$ cat config.mk
export PLATFORM = sky130hd
export DESIGN_NAME = wb_master_sequencer
export DESIGN_NICKNAME = d
export VERILOG_FILES = /design/src/rtl/wb_master_sequencer.sv
export SDC_FILE = /design/constraint.sdc
export NUM_CORES = 1
export LEC_CHECK = 0
export ABC_CLOCK_PERIOD_IN_PS = 1500
export CORE_MARGIN = 1
export CORE_UTILIZATION = 38
export DETAILED_ROUTE_END_ITERATION = 6
export GPL_TIMING_DRIVEN = 0
export PLACE_DENSITY = 0.77
export SETUP_SLACK_MARGIN = 0.4
export SLEW_MARGIN = 10
export SYNTH_ARGS = -nofsm -noshare
export SYNTH_HDL_FRONTEND = slang
export SYNTH_SLANG_ARGS = --single-unit
$ cat constraint.sdc
create_clock -name WBm_CLK_i -period 1.5 [get_ports WBm_CLK_i]
set_input_delay 0.15 -clock WBm_CLK_i [delete_from_list [all_inputs] [get_ports WBm_CLK_i]]
set_output_delay 0.15 -clock WBm_CLK_i [all_outputs]
set_load 0.05 [all_outputs]
$ cat src/rtl/wb_master_sequencer.sv
// rtl/wb_master_sequencer.sv - Single-beat Wishbone initiator with ACK timeout
module wb_master_sequencer #(
    parameter int                   ADDRWIDTH      = 17,
    parameter int                   DATAWIDTH      = 32,
    parameter int                   TIMEOUT_WIDTH  = 4,
    parameter int                   TIMEOUT_CYCLES = 15,
    parameter logic [DATAWIDTH-1:0] ERR_READ_VALUE = 32'hBADFABAC
) (
    input  logic                 WBm_CLK_i,
    input  logic                 WBm_RST_n_i,
    input  logic                 CMD_VALID_i,
    output logic                 CMD_READY_o,
    input  logic                 CMD_WE_i,
    input  logic [ADDRWIDTH-1:0] CMD_ADR_i,
    input  logic [3:0]           CMD_BYTE_STB_i,
    input  logic [DATAWIDTH-1:0] CMD_DAT_i,
    output logic                 RSP_VALID_o,
    input  logic                 RSP_READY_i,
    output logic [DATAWIDTH-1:0] RSP_DAT_o,
    output logic                 RSP_ERR_o,
    output logic [ADDRWIDTH-1:0] WBm_ADR_o,
    output logic                 WBm_CYC_o,
    output logic                 WBm_STB_o,
    output logic                 WBm_WE_o,
    output logic                 WBm_RD_o,
    output logic [3:0]           WBm_BYTE_STB_o,
    output logic [DATAWIDTH-1:0] WBm_DAT_o,
    input  logic [DATAWIDTH-1:0] WBm_DAT_i,
    input  logic                 WBm_ACK_i,
    output logic                 Busy_o
);

    typedef enum logic [1:0] {S_IDLE, S_BUS, S_RESP} state_t;

    state_t r_state, w_state_nxt;

    logic                     r_cmd_ready,  w_cmd_ready_nxt;
    logic                     r_rsp_valid,  w_rsp_valid_nxt;
    logic [DATAWIDTH-1:0]     r_rsp_dat,    w_rsp_dat_nxt;
    logic                     r_rsp_err,    w_rsp_err_nxt;
    logic [ADDRWIDTH-1:0]     r_adr,        w_adr_nxt;
    logic                     r_cyc,        w_cyc_nxt;
    logic                     r_stb,        w_stb_nxt;
    logic                     r_we,         w_we_nxt;
    logic                     r_rd,         w_rd_nxt;
    logic [3:0]               r_byte_stb,   w_byte_stb_nxt;
    logic [DATAWIDTH-1:0]     r_dat,        w_dat_nxt;
    logic                     r_busy,       w_busy_nxt;
    logic [TIMEOUT_WIDTH-1:0] r_cnt,        w_cnt_nxt;

    logic w_accept;
    logic w_timeout;

    // READY stays low for the first edge after reset so it comes up registered
    assign w_accept  = (r_state == S_IDLE) && r_cmd_ready && CMD_VALID_i;
    assign w_timeout = (r_cnt == TIMEOUT_WIDTH'(TIMEOUT_CYCLES - 1));

    always_ff @(posedge WBm_CLK_i or negedge WBm_RST_n_i) begin
        if (!WBm_RST_n_i) begin
            r_state <= S_IDLE;
        end else begin
            r_state <= w_state_nxt;
        end
    end

    always_comb begin
        w_state_nxt = r_state;
        case (r_state)
            S_IDLE:  if (w_accept)                w_state_nxt = S_BUS;
            S_BUS:   if (WBm_ACK_i || w_timeout)  w_state_nxt = S_RESP;
            S_RESP:  if (RSP_READY_i)             w_state_nxt = S_IDLE;
            default:                              w_state_nxt = S_IDLE;
        endcase
    end

    always_comb begin
        w_cmd_ready_nxt = r_cmd_ready;
        w_rsp_valid_nxt = r_rsp_valid;
        w_rsp_dat_nxt   = r_rsp_dat;
        w_rsp_err_nxt   = r_rsp_err;
        w_adr_nxt       = r_adr;
        w_cyc_nxt       = r_cyc;
        w_stb_nxt       = r_stb;
        w_we_nxt        = r_we;
        w_rd_nxt        = r_rd;
        w_byte_stb_nxt  = r_byte_stb;
        w_dat_nxt       = r_dat;
        w_busy_nxt      = r_busy;
        w_cnt_nxt       = r_cnt;
        case (r_state)
            S_IDLE: begin
                w_cmd_ready_nxt = 1'b1;
                if (w_accept) begin
                    w_cmd_ready_nxt = 1'b0;
                    w_cyc_nxt       = 1'b1;
                    w_stb_nxt       = 1'b1;
                    w_we_nxt        = CMD_WE_i;
                    w_rd_nxt        = ~CMD_WE_i;
                    w_adr_nxt       = {CMD_ADR_i[ADDRWIDTH-1:2], 2'b00};
                    w_byte_stb_nxt  = CMD_BYTE_STB_i;
                    w_dat_nxt       = CMD_DAT_i;
                    w_busy_nxt      = 1'b1;
                    w_cnt_nxt       = '0;
                end
            end
            S_BUS: begin
                // ACK has priority over a timeout landing on the same edge
                if (WBm_ACK_i || w_timeout) begin
                    w_cyc_nxt       = 1'b0;
                    w_stb_nxt       = 1'b0;
                    w_we_nxt        = 1'b0;
                    w_rd_nxt        = 1'b0;
                    w_rsp_valid_nxt = 1'b1;
                    w_rsp_err_nxt   = ~WBm_ACK_i;
                    if (r_we)
                        w_rsp_dat_nxt = '0;
                    else if (WBm_ACK_i)
                        w_rsp_dat_nxt = WBm_DAT_i;
                    else
                        w_rsp_dat_nxt = ERR_READ_VALUE;
                end else begin
                    w_cnt_nxt = r_cnt + 1'b1;
                end
            end
            S_RESP: begin
                if (RSP_READY_i) begin
                    w_rsp_valid_nxt = 1'b0;
                    w_cmd_ready_nxt = 1'b1;
                    w_busy_nxt      = 1'b0;
                end
            end
            default: begin
                w_cmd_ready_nxt = 1'b0;
            end
        endcase
    end

    always_ff @(posedge WBm_CLK_i or negedge WBm_RST_n_i) begin
        if (!WBm_RST_n_i) begin
            r_cmd_ready <= 1'b0;
            r_rsp_valid <= 1'b0;
            r_rsp_dat   <= '0;
            r_rsp_err   <= 1'b0;
            r_adr       <= '0;
            r_cyc       <= 1'b0;
            r_stb       <= 1'b0;
            r_we        <= 1'b0;
            r_rd        <= 1'b0;
            r_byte_stb  <= '0;
            r_dat       <= '0;
            r_busy      <= 1'b0;
            r_cnt       <= '0;
        end else begin
            r_cmd_ready <= w_cmd_ready_nxt;
            r_rsp_valid <= w_rsp_valid_nxt;
            r_rsp_dat   <= w_rsp_dat_nxt;
            r_rsp_err   <= w_rsp_err_nxt;
            r_adr       <= w_adr_nxt;
            r_cyc       <= w_cyc_nxt;
            r_stb       <= w_stb_nxt;
            r_we        <= w_we_nxt;
            r_rd        <= w_rd_nxt;
            r_byte_stb  <= w_byte_stb_nxt;
            r_dat       <= w_dat_nxt;
            r_busy      <= w_busy_nxt;
            r_cnt       <= w_cnt_nxt;
        end
    end

    assign CMD_READY_o    = r_cmd_ready;
    assign RSP_VALID_o    = r_rsp_valid;
    assign RSP_DAT_o      = r_rsp_dat;
    assign RSP_ERR_o      = r_rsp_err;
    assign WBm_ADR_o      = r_adr;
    assign WBm_CYC_o      = r_cyc;
    assign WBm_STB_o      = r_stb;
    assign WBm_WE_o       = r_we;
    assign WBm_RD_o       = r_rd;
    assign WBm_BYTE_STB_o = r_byte_stb;
    assign WBm_DAT_o      = r_dat;
    assign Busy_o         = r_busy;

endmodule
=== Word-level counts from Yosys, hierarchy flattened ===
Cells that the tools add are included.

* Register bits after elaboration: 96
* Output and inout bits: 93
* Input bits: 91
* Logic and storage cells: 62

* Reduce and logical (&&, ||, !) cells: 15
* Equal/unequal tests: 7
* Multiplexer cells: 23
* Bitwise logic cells: 3
* Add/subtract/negate cells: 1

{| class="wikitable"
|+ Operator list
! cell !! count
|-
| 32-bit two-way mux || 2
|-
| 3-bit AND reduction || 5
|-
| 1-bit case mux with 2 select lines || 5
|-
| 1-bit two-way mux || 8
|-
| 4-bit two-way mux || 2
|-
| 2-bit inequality test, second input constant || 4
|-
| 4-bit case mux with 2 select lines || 1
|-
| 2-bit two-way mux || 3
|-
| 2-bit case mux with 3 select lines || 1
|-
| 2-bit AND reduction || 3
|-
| 2-bit nonzero test || 3
|-
| 4-bit by 1-bit adder with 4-bit output, second input constant || 1
|-
| 4-bit equality test, second input constant || 1
|-
| 1-bit inverter || 3
|-
| 1-bit case mux with 3 select lines || 1
|-
| 2-bit by 1-bit equality test with 1-bit output, second input constant || 1
|-
| 2-bit equality test, second input constant || 1
|-
| 1-bit logical AND || 2
|-
| 2-bit logical NOT || 1
|-
| 1-bit logical OR || 1
|}

=== Depth between registers and ports, before layout ===
Gate-level depths: netlist of the first run.

* Depth after elaboration: 5
* Gate-level depth with buffers: 6
* Depth with buffers taken out: 5

=== Worst setup path before layout of the first run ===
OpenSTA, ideal clock, no wires.

* Path type: register -> register
* Start point: register r_cnt[0]
* End point: register r_rsp_dat[11], in the netlist RSP_DAT_o[11]
* Setup slack: -0.066 ns
* Clock period less this slack: 1.566 ns
* Path buffers: 1
* Stages on the path, launching flop included: 7
* Data arrival time: 1.441 ns
* Setup time: 0.125 ns
* Cell sequence: dfrtp_1 inv_1 ha_1 a31oi_4 nor2_8 buf_8 mux2_4

* Cells in the longest elaborated chain, start to end: 3

{| class="wikitable"
|+ Ends and longest elaborated chain
! element !! RTL line !! text
|-
| from (decl) || 49 || <nowiki>logic [TIMEOUT_WIDTH-1:0] r_cnt, w_cnt_nxt;</nowiki>
|-
| from (signal assigned) || 166 || <nowiki>r_cnt <= w_cnt_nxt;</nowiki>
|-
| 4-bit equality test || 56 || <nowiki>assign w_timeout = (r_cnt == TIMEOUT_WIDTH'(TIMEOUT_CYCLES - 1));</nowiki>
|-
| 1-bit logical OR || 108 || <nowiki>if (WBm_ACK_i || w_timeout) begin</nowiki>
|-
| 2-bit AND reduction (no source line) || n/a ||
|-
| to (signal assigned) || 156 || <nowiki>r_rsp_dat <= w_rsp_dat_nxt;</nowiki>
|-
| to (decl) || 39 || <nowiki>logic [DATAWIDTH-1:0] r_rsp_dat, w_rsp_dat_nxt;</nowiki>
|}

Every way passes these cells.
A chain may end at the register's enable or synchronous reset.

=== Worst setup path after layout of the first run ===
* Start point: register r_cnt[1]
* End point: register r_rsp_dat[20], in the netlist RSP_DAT_o[20]

The elaborated chain is that of the path after synthesis.

==> impl_metrics.yaml, run 1 <==
outcome:
  status: "finished with violations"
  violations: "setup timing"
route:
  drcViolationCount: 0
  antenna_left: 0
  drt_wl_total_um: 14200
  drt-vias-per-instance: 4.89
  wl_per_cell_um: 17.2
  dr.first_iter.drc_count: 149
  dr.pass1.iters: 4
  num_vias: 4016
yosys:
  syn_avg_cell_area_um2: 9.89
  netlist.top_cell.by_area: "dfrtp_1"
  syn_area_mm2: 0.00411
  synthCells: 416
  synth_top_area_frac: 0.584
  ys_seq_elements: 96
  seq_area_frac_synth: 0.584
  yosys.cell_types.count: 32
  ys_warn_count: 0
  synth_area_leaders: "dfrtp_1 (58%), nand2_1 (16%), mux2_4 (5.8%)"
  ys.flop_type: "dfrtp_1"
  synth_edf_count: 0
  async_flop_share: 1.00
final_layout:
  drive_above_1_share: 0.462
  ff_latch_area_mm2: 0.00241
  layout.nets: 774
  filler_cell_count: 706
  design_area_mm2: 0.00756
  final_util: 0.726
  syn_to_final_growth_pct: 83.8
  antennaDiodeCount: 0
  multi_input_area_mm2: 0.00180
  final_cell_mix: "buf_6 (116), nand2_1 (110), dfrtp_1 (91)"
  final_common_cell: "buf_6"
placement:
  placed_area_mm2: 0.00618
  io_buffers: 178
  dp_hpwl_um: 8000
  place.gp.congestion: 0.803
global_route:
  grt_pass1_vias: 3830
  antenna_found_initial: 0
  grt_max_degree: 50
  grt_overflow_total: 0
  grt_pass1_wl_um: 19300
  grt_usage: 0.219
setup_path:
  arrival_ns: 1.82
  crit_start: "r_cnt[1]"
  reg2reg_setup_slack_ns: -0.07
  reg2reg_to: "RSP_DAT_o[20]"
  critPathLaunchType: "register"
  r2r.worst_path.cells: 5
  critical_path_class: "reg -> reg"
  rr_startpoint: "r_cnt[1]"
  cp-endpoint: "RSP_DAT_o[20]"
  end_kind: "register"
  path_max_fanout: 8
  crit_required_ns: 1.75
sta:
  worstMarginPinSlew_ns: 0.509
  max_freq_mhz: 635
  grt_setup_unrepaired: "true"
  setup_ws_ns: -0.0748
  relSlewSlack: 0.660
  min_period_ns: 1.57
  setup_viol: 24
  drv_slew: 0
  fin_hold_ws_ns: 0.161
  finClkSkew_ns: 0.0201
  hold_violations: 0
  fin_crit_sh: 1.05
power:
  combPwrFrac: 0.652
  vdd_drop_max_uv: 1580
  swShare: 0.479
  p_sw_mw: 9.25
  internal_power_mw: 10.0
  power_density_mw_per_mm2: 2550
  power_frac_clock: 0.093
  p_seq_frac: 0.254
  total_leakage_power_nw: 3.75
floorplanning:
  die_y_um: 106
  core_area_mm2: 0.0104
  fp.dieArea_mm2: 0.0112
  io_pins: 184
  row_count: 37
  die_w_um: 106
  initial_core_util: 0.395
cts:
  cts_root_buf: "clkbuf_8"
  cts_made_buffers: 9
  cts_sinks: 96
  cts_tree: "done"
  clk_path_buf_depth: 2
  clk_latency_ns: 0.37
  h-tree-depth: 3
  cts.clk_slew.worst_paths_ns: 0.11
worst_hold_path:
  hp-class: "in -> reg"
flow_run:
  drv_cap: 0
==> routing by layer <==
| layer | GRT usage | up-vias | share of wire |
|---|---|---|---|
| met5 | 0 | - | 0 |
| met4 | 0.0744 | 0 | 0.021 |
| met3 | 0.0540 | 25 | 0.082 |
| met2 | 0.373 | 181 | 0.51 |
| met1 | 0.271 | 1955 | 0.39 |
| li1 | - | 1855 | - |
==> metrics by stage <==
stage / instances / setup slack, ns / total power [mW] / setup TNS (ns)
floorplan: 417 / -0.00577 / 11.1 / -0.0866
global placement: 731 / -3.63 / 14.4 / -317.27
detailed placement: 732 / -0.134 / 14.6 / -4.56
CTS: 780 / -0.00958 / 17.9 / -0.0271
global route: 822 / -0.0869 / 20.1 / -2.21
finish: 822 / -0.0748 / 19.3 / -1.28
==> registers in the layout, summed over array words and instances (netlist names), 2 cells and up <==
| name | count |
|---|---|
| RSP_DAT_o | 32 |
| WBm_DAT_o | 32 |
| WBm_ADR_o | 15 |
| WBm_BYTE_STB_o | 4 |
| r_cnt | 4 |
| r_state | 2 |
==> cells by family after synthesis <==
| group | count (synthesis) | synth area share |
|---|---|---|
| AO/OA/AOI/OAI | 48 | 0.0684 |
| adder cells (fa/ha/maj) | 2 | 0.00608 |
| buffers and inverters | 52 | 0.0623 |
| flip-flops | 96 | 0.584 |
| multiplexers | 22 | 0.0745 |
| other | 1 | 0.000912 |
| AND/OR/NAND/NOR | 195 | 0.204 |
==> worst max-delay path, cell delays in order, from the launching register on <==
cell,delay (ns)
dfrtp_1,0.44
ha_4,0.19
a31oi_4,0.29
nor2_8,0.08
buf_8,0.15
mux2_4,0.30
==> synth_stat cells, types with 3 or more instances <==
master / n
nand2_1: 170
nor2b_1: 3
o21ai_0: 16
nand4b_1: 11
buf_2: 13
buf_6: 3
mux2_4: 16
a21oi_1: 21
inv_1: 24
dfrtp_1: 96
buf_4: 3
nand2b_1: 3
o22ai_1: 3
clkbuf_1: 8
mux2_2: 5
==> timing repair <==
item                       CTS  global route
hold endpoints to repair    48             0
cloned                       7             1
resized for setup          747            41
buffers inserted            24            41
pin swaps                   50             9
setup endpoints to repair  187           213
hold buffers                 1             0
==> worst min path at each step <==
stage	startpoint	endpoint	slack, ns	depth (start not counted)
6_report	WBm_ACK_i	r_cnt[1]	0.16	3
5_1_grt	WBm_ACK_i	r_cnt[1]	0.17	3
4_1_cts	WBm_ACK_i	r_cnt[1]	0.15	3
3_5_place_dp	WBm_RST_n_i	RSP_DAT_o[27]	0.23	1
3_3_place_gp	WBm_DAT_o[13]	WBm_DAT_o[13]	0.45	2
2_1_floorplan	WBm_RST_n_i	Busy_o	-0.15	0
==> cell type report <==
type                            instances  area share
Timing Repair Buffer                  253       0.346
Sequential cell                        96       0.319
Multi-Input combinational cell        269       0.238
Buffer                                 28      0.0357
Tap cell                              136      0.0225
Clock buffer                           12      0.0205
Inverter                               24      0.0119
Clock inverter                          4     0.00679
==> power by group through the flow <==
stage	Combinational [mW]	Sequential (mW)	Clock, mW
floorplan	2.47	8.67	0
global placement	9.79	4.57	0
detailed placement	9.93	4.64	0
CTS	11.3	4.84	1.81
global route	13.2	5.01	1.92
finish	12.6	4.91	1.80
Power figures use the tool's default switching activity.
==> run 2: changes to the inputs <==
- ABC_CLOCK_PERIOD_IN_PS: 1500 -> 1730
- CORE_UTILIZATION: 38 -> 40
- clock period: 1.5 -> 1.73 ns (I/O delays scaled with it)
==> run 2 against run 1 <==
- the run now ends clean
- worst hold slack better by 0.045 ns
- via count is 8.0% lower
- worst setup slack gained 0.23 ns
==> impl_metrics.yaml, run 2 (same netlist as run 1, synthesis figures left out) <==
outcome:
  status: "completed"
route:
  num_vias: 3693
  antenna_left: 0
  dr.pass1.iters: 4
  drt_wl_total_um: 11700
  wl_per_cell_um: 15.2
  drt-vias-per-instance: 4.80
  dr.first_iter.drc_count: 130
  drcViolationCount: 0
floorplanning:
  initial_core_util: 0.417
  die_w_um: 103
  core_area_mm2: 0.00986
  fp.dieArea_mm2: 0.0107
  die_y_um: 103
  io_pins: 184
  row_count: 36
global_route:
  grt_pass1_wl_um: 17500
  grt_usage: 0.218
  antenna_found_initial: 0
  grt_overflow_total: 0
  grt_pass1_vias: 3601
  grt_max_degree: 60
placement:
  dp_hpwl_um: 7930
  place.gp.congestion: 0.766
  io_buffers: 178
  placed_area_mm2: 0.00610
setup_path:
  worst_path_max_delay_cell: "dfrtp_1"
  arrival_ns: 1.82
  slowest_delay_ns: 0.37
  crit_chain: "inv_2, ha_4, a31oi_4, nor2_8, buf_12, buf_16, mux2_4"
  end_kind: "register"
  critical_path_class: "reg -> reg"
  critPathLaunchType: "register"
  crit_required_ns: 1.97
  path_max_fanout: 5
sta:
  setup_viol: 0
  relSlewSlack: 0.495
  max_freq_mhz: 635
  finalSetupTns_ns: 0
  finClkSkew_ns: 0.00608
  min_period_ns: 1.58
  worstMarginPinSlew_ns: 0.757
  hold_violations: 0
  fin_crit_sh: 0.911
  drv_slew: 0
  grt_setup_unrepaired: "true"
power:
  total_leakage_power_nw: 3.29
  combPwrFrac: 0.631
  swShare: 0.500
  power_density_mw_per_mm2: 2090
  power_frac_clock: 0.089
  vdd_drop_max_uv: 1130
  internal_power_mw: 7.20
  p_sw_mw: 7.20
  p_seq_frac: 0.280
cts:
  cts_tree: "done"
  clk_latency_ns: 0.36
  cts_root_buf: "clkbuf_8"
  cts_sinks: 96
  cts.clk_slew.worst_paths_ns: 0.08
  clk_path_buf_depth: 2
  h-tree-depth: 3
  cts_made_buffers: 9
final_layout:
  multi_input_area_mm2: 0.00161
  final_cell_mix: "nand2_1 (153), dfrtp_1 (92), clkdlybuf4s50_1 (86)"
  drive_above_1_share: 0.330
  final_common_cell: "nand2_1"
  ff_latch_area_mm2: 0.00241
  syn_to_final_growth_pct: 67.1
  antennaDiodeCount: 0
  design_area_mm2: 0.00687
  filler_cell_count: 713
  layout.nets: 728
flow_run:
  drv_cap: 0
worst_hold_path:
  hp-class: "in -> reg"
## run 2: layout make-up
| type | instances | share of cell area |
|---|---|---|
| flip-flops and latches | 96 | 0.350 |
| repair buffers | 207 | 0.316 |
| multi-input cells | 269 | 0.234 |
| plain buffers | 28 | 0.0393 |
| well taps | 133 | 0.0242 |
| clock buffers | 12 | 0.0226 |
| inverters | 24 | 0.0131 |
| clock inverters | 1 | 0.000728 |
## run 2: metrics by stage
stage                     utilization  total power, mW  std cells  hold WS (ns)  setup slack [ns]
after floorplan                     -             9.53        417        -0.123             0.224
after global placement          0.616             12.3        728         0.457             -3.37
after detailed placement        0.618             12.5        729         0.285            0.0605
after CTS                       0.679             14.0        762         0.170             0.145
after global routing            0.697             15.2        770         0.204             0.113
final                           0.697             14.4        770         0.206             0.155
## run 2: path summary, 6_finish.rpt
check	cells past startpoint	start	slack (ns)	end
max	7	r_cnt[0]	0.15	RSP_DAT_o[8]
min	3	WBm_ACK_i	0.21	r_cnt[1]
max reg2reg	7	r_cnt[0]	0.15	RSP_DAT_o[8]
min reg2reg	2	WBm_DAT_o[5]	0.47	WBm_DAT_o[5]
max in group asynchronous	3	WBm_RST_n_i	0.65	CMD_READY_o
min in group asynchronous	2	WBm_RST_n_i	0.42	RSP_DAT_o[10]
## run 2: repair_timing
item / CTS / global route
setup buffers: 15 / 7
endpoints found under the hold margin: 58 / 0
cloned: 4 / 1
endpoints found under the setup margin: 182 / 104
hold buffers: 1 / 0
pin swaps: 8 / 21
gates resized for setup: 313 / 80
## run 2: power groups by stage
| stage | logic (mW) | clock network [mW] | registers (mW) |
|---|---|---|---|
| after global routing | 9.62 | 1.41 | 4.15 |
| after global placement | 8.35 | 0 | 3.95 |
| after floorplan | 2.02 | 0 | 7.51 |
| after CTS | 8.74 | 1.32 | 3.99 |
| final | 9.08 | 1.29 | 4.02 |
| after detailed placement | 8.47 | 0 | 4.02 |
## run 2: metal layers
metal | routed length (µm) | share of wire | vias to the layer above | global-route usage
met5 | 0 | 0 | - | 0
met4 | 272 | 0.023 | 0 | 0.104
met3 | 928 | 0.079 | 21 | 0.0571
met2 | 5720 | 0.49 | 153 | 0.367
met1 | 4820 | 0.41 | 1757 | 0.262
li1 | - | - | 1762 | -
## run 2: critical path, delay by kind of cell, from the launching register on
family / cells / cell delay [ns]
buffers and inverters: 3 / 0.33
flip-flops: 1 / 0.37
AND/OR/NAND/NOR: 1 / 0.06
AO/OA/AOI/OAI: 1 / 0.23
multiplexers: 1 / 0.29
adder cells (fa/ha/maj): 1 / 0.17
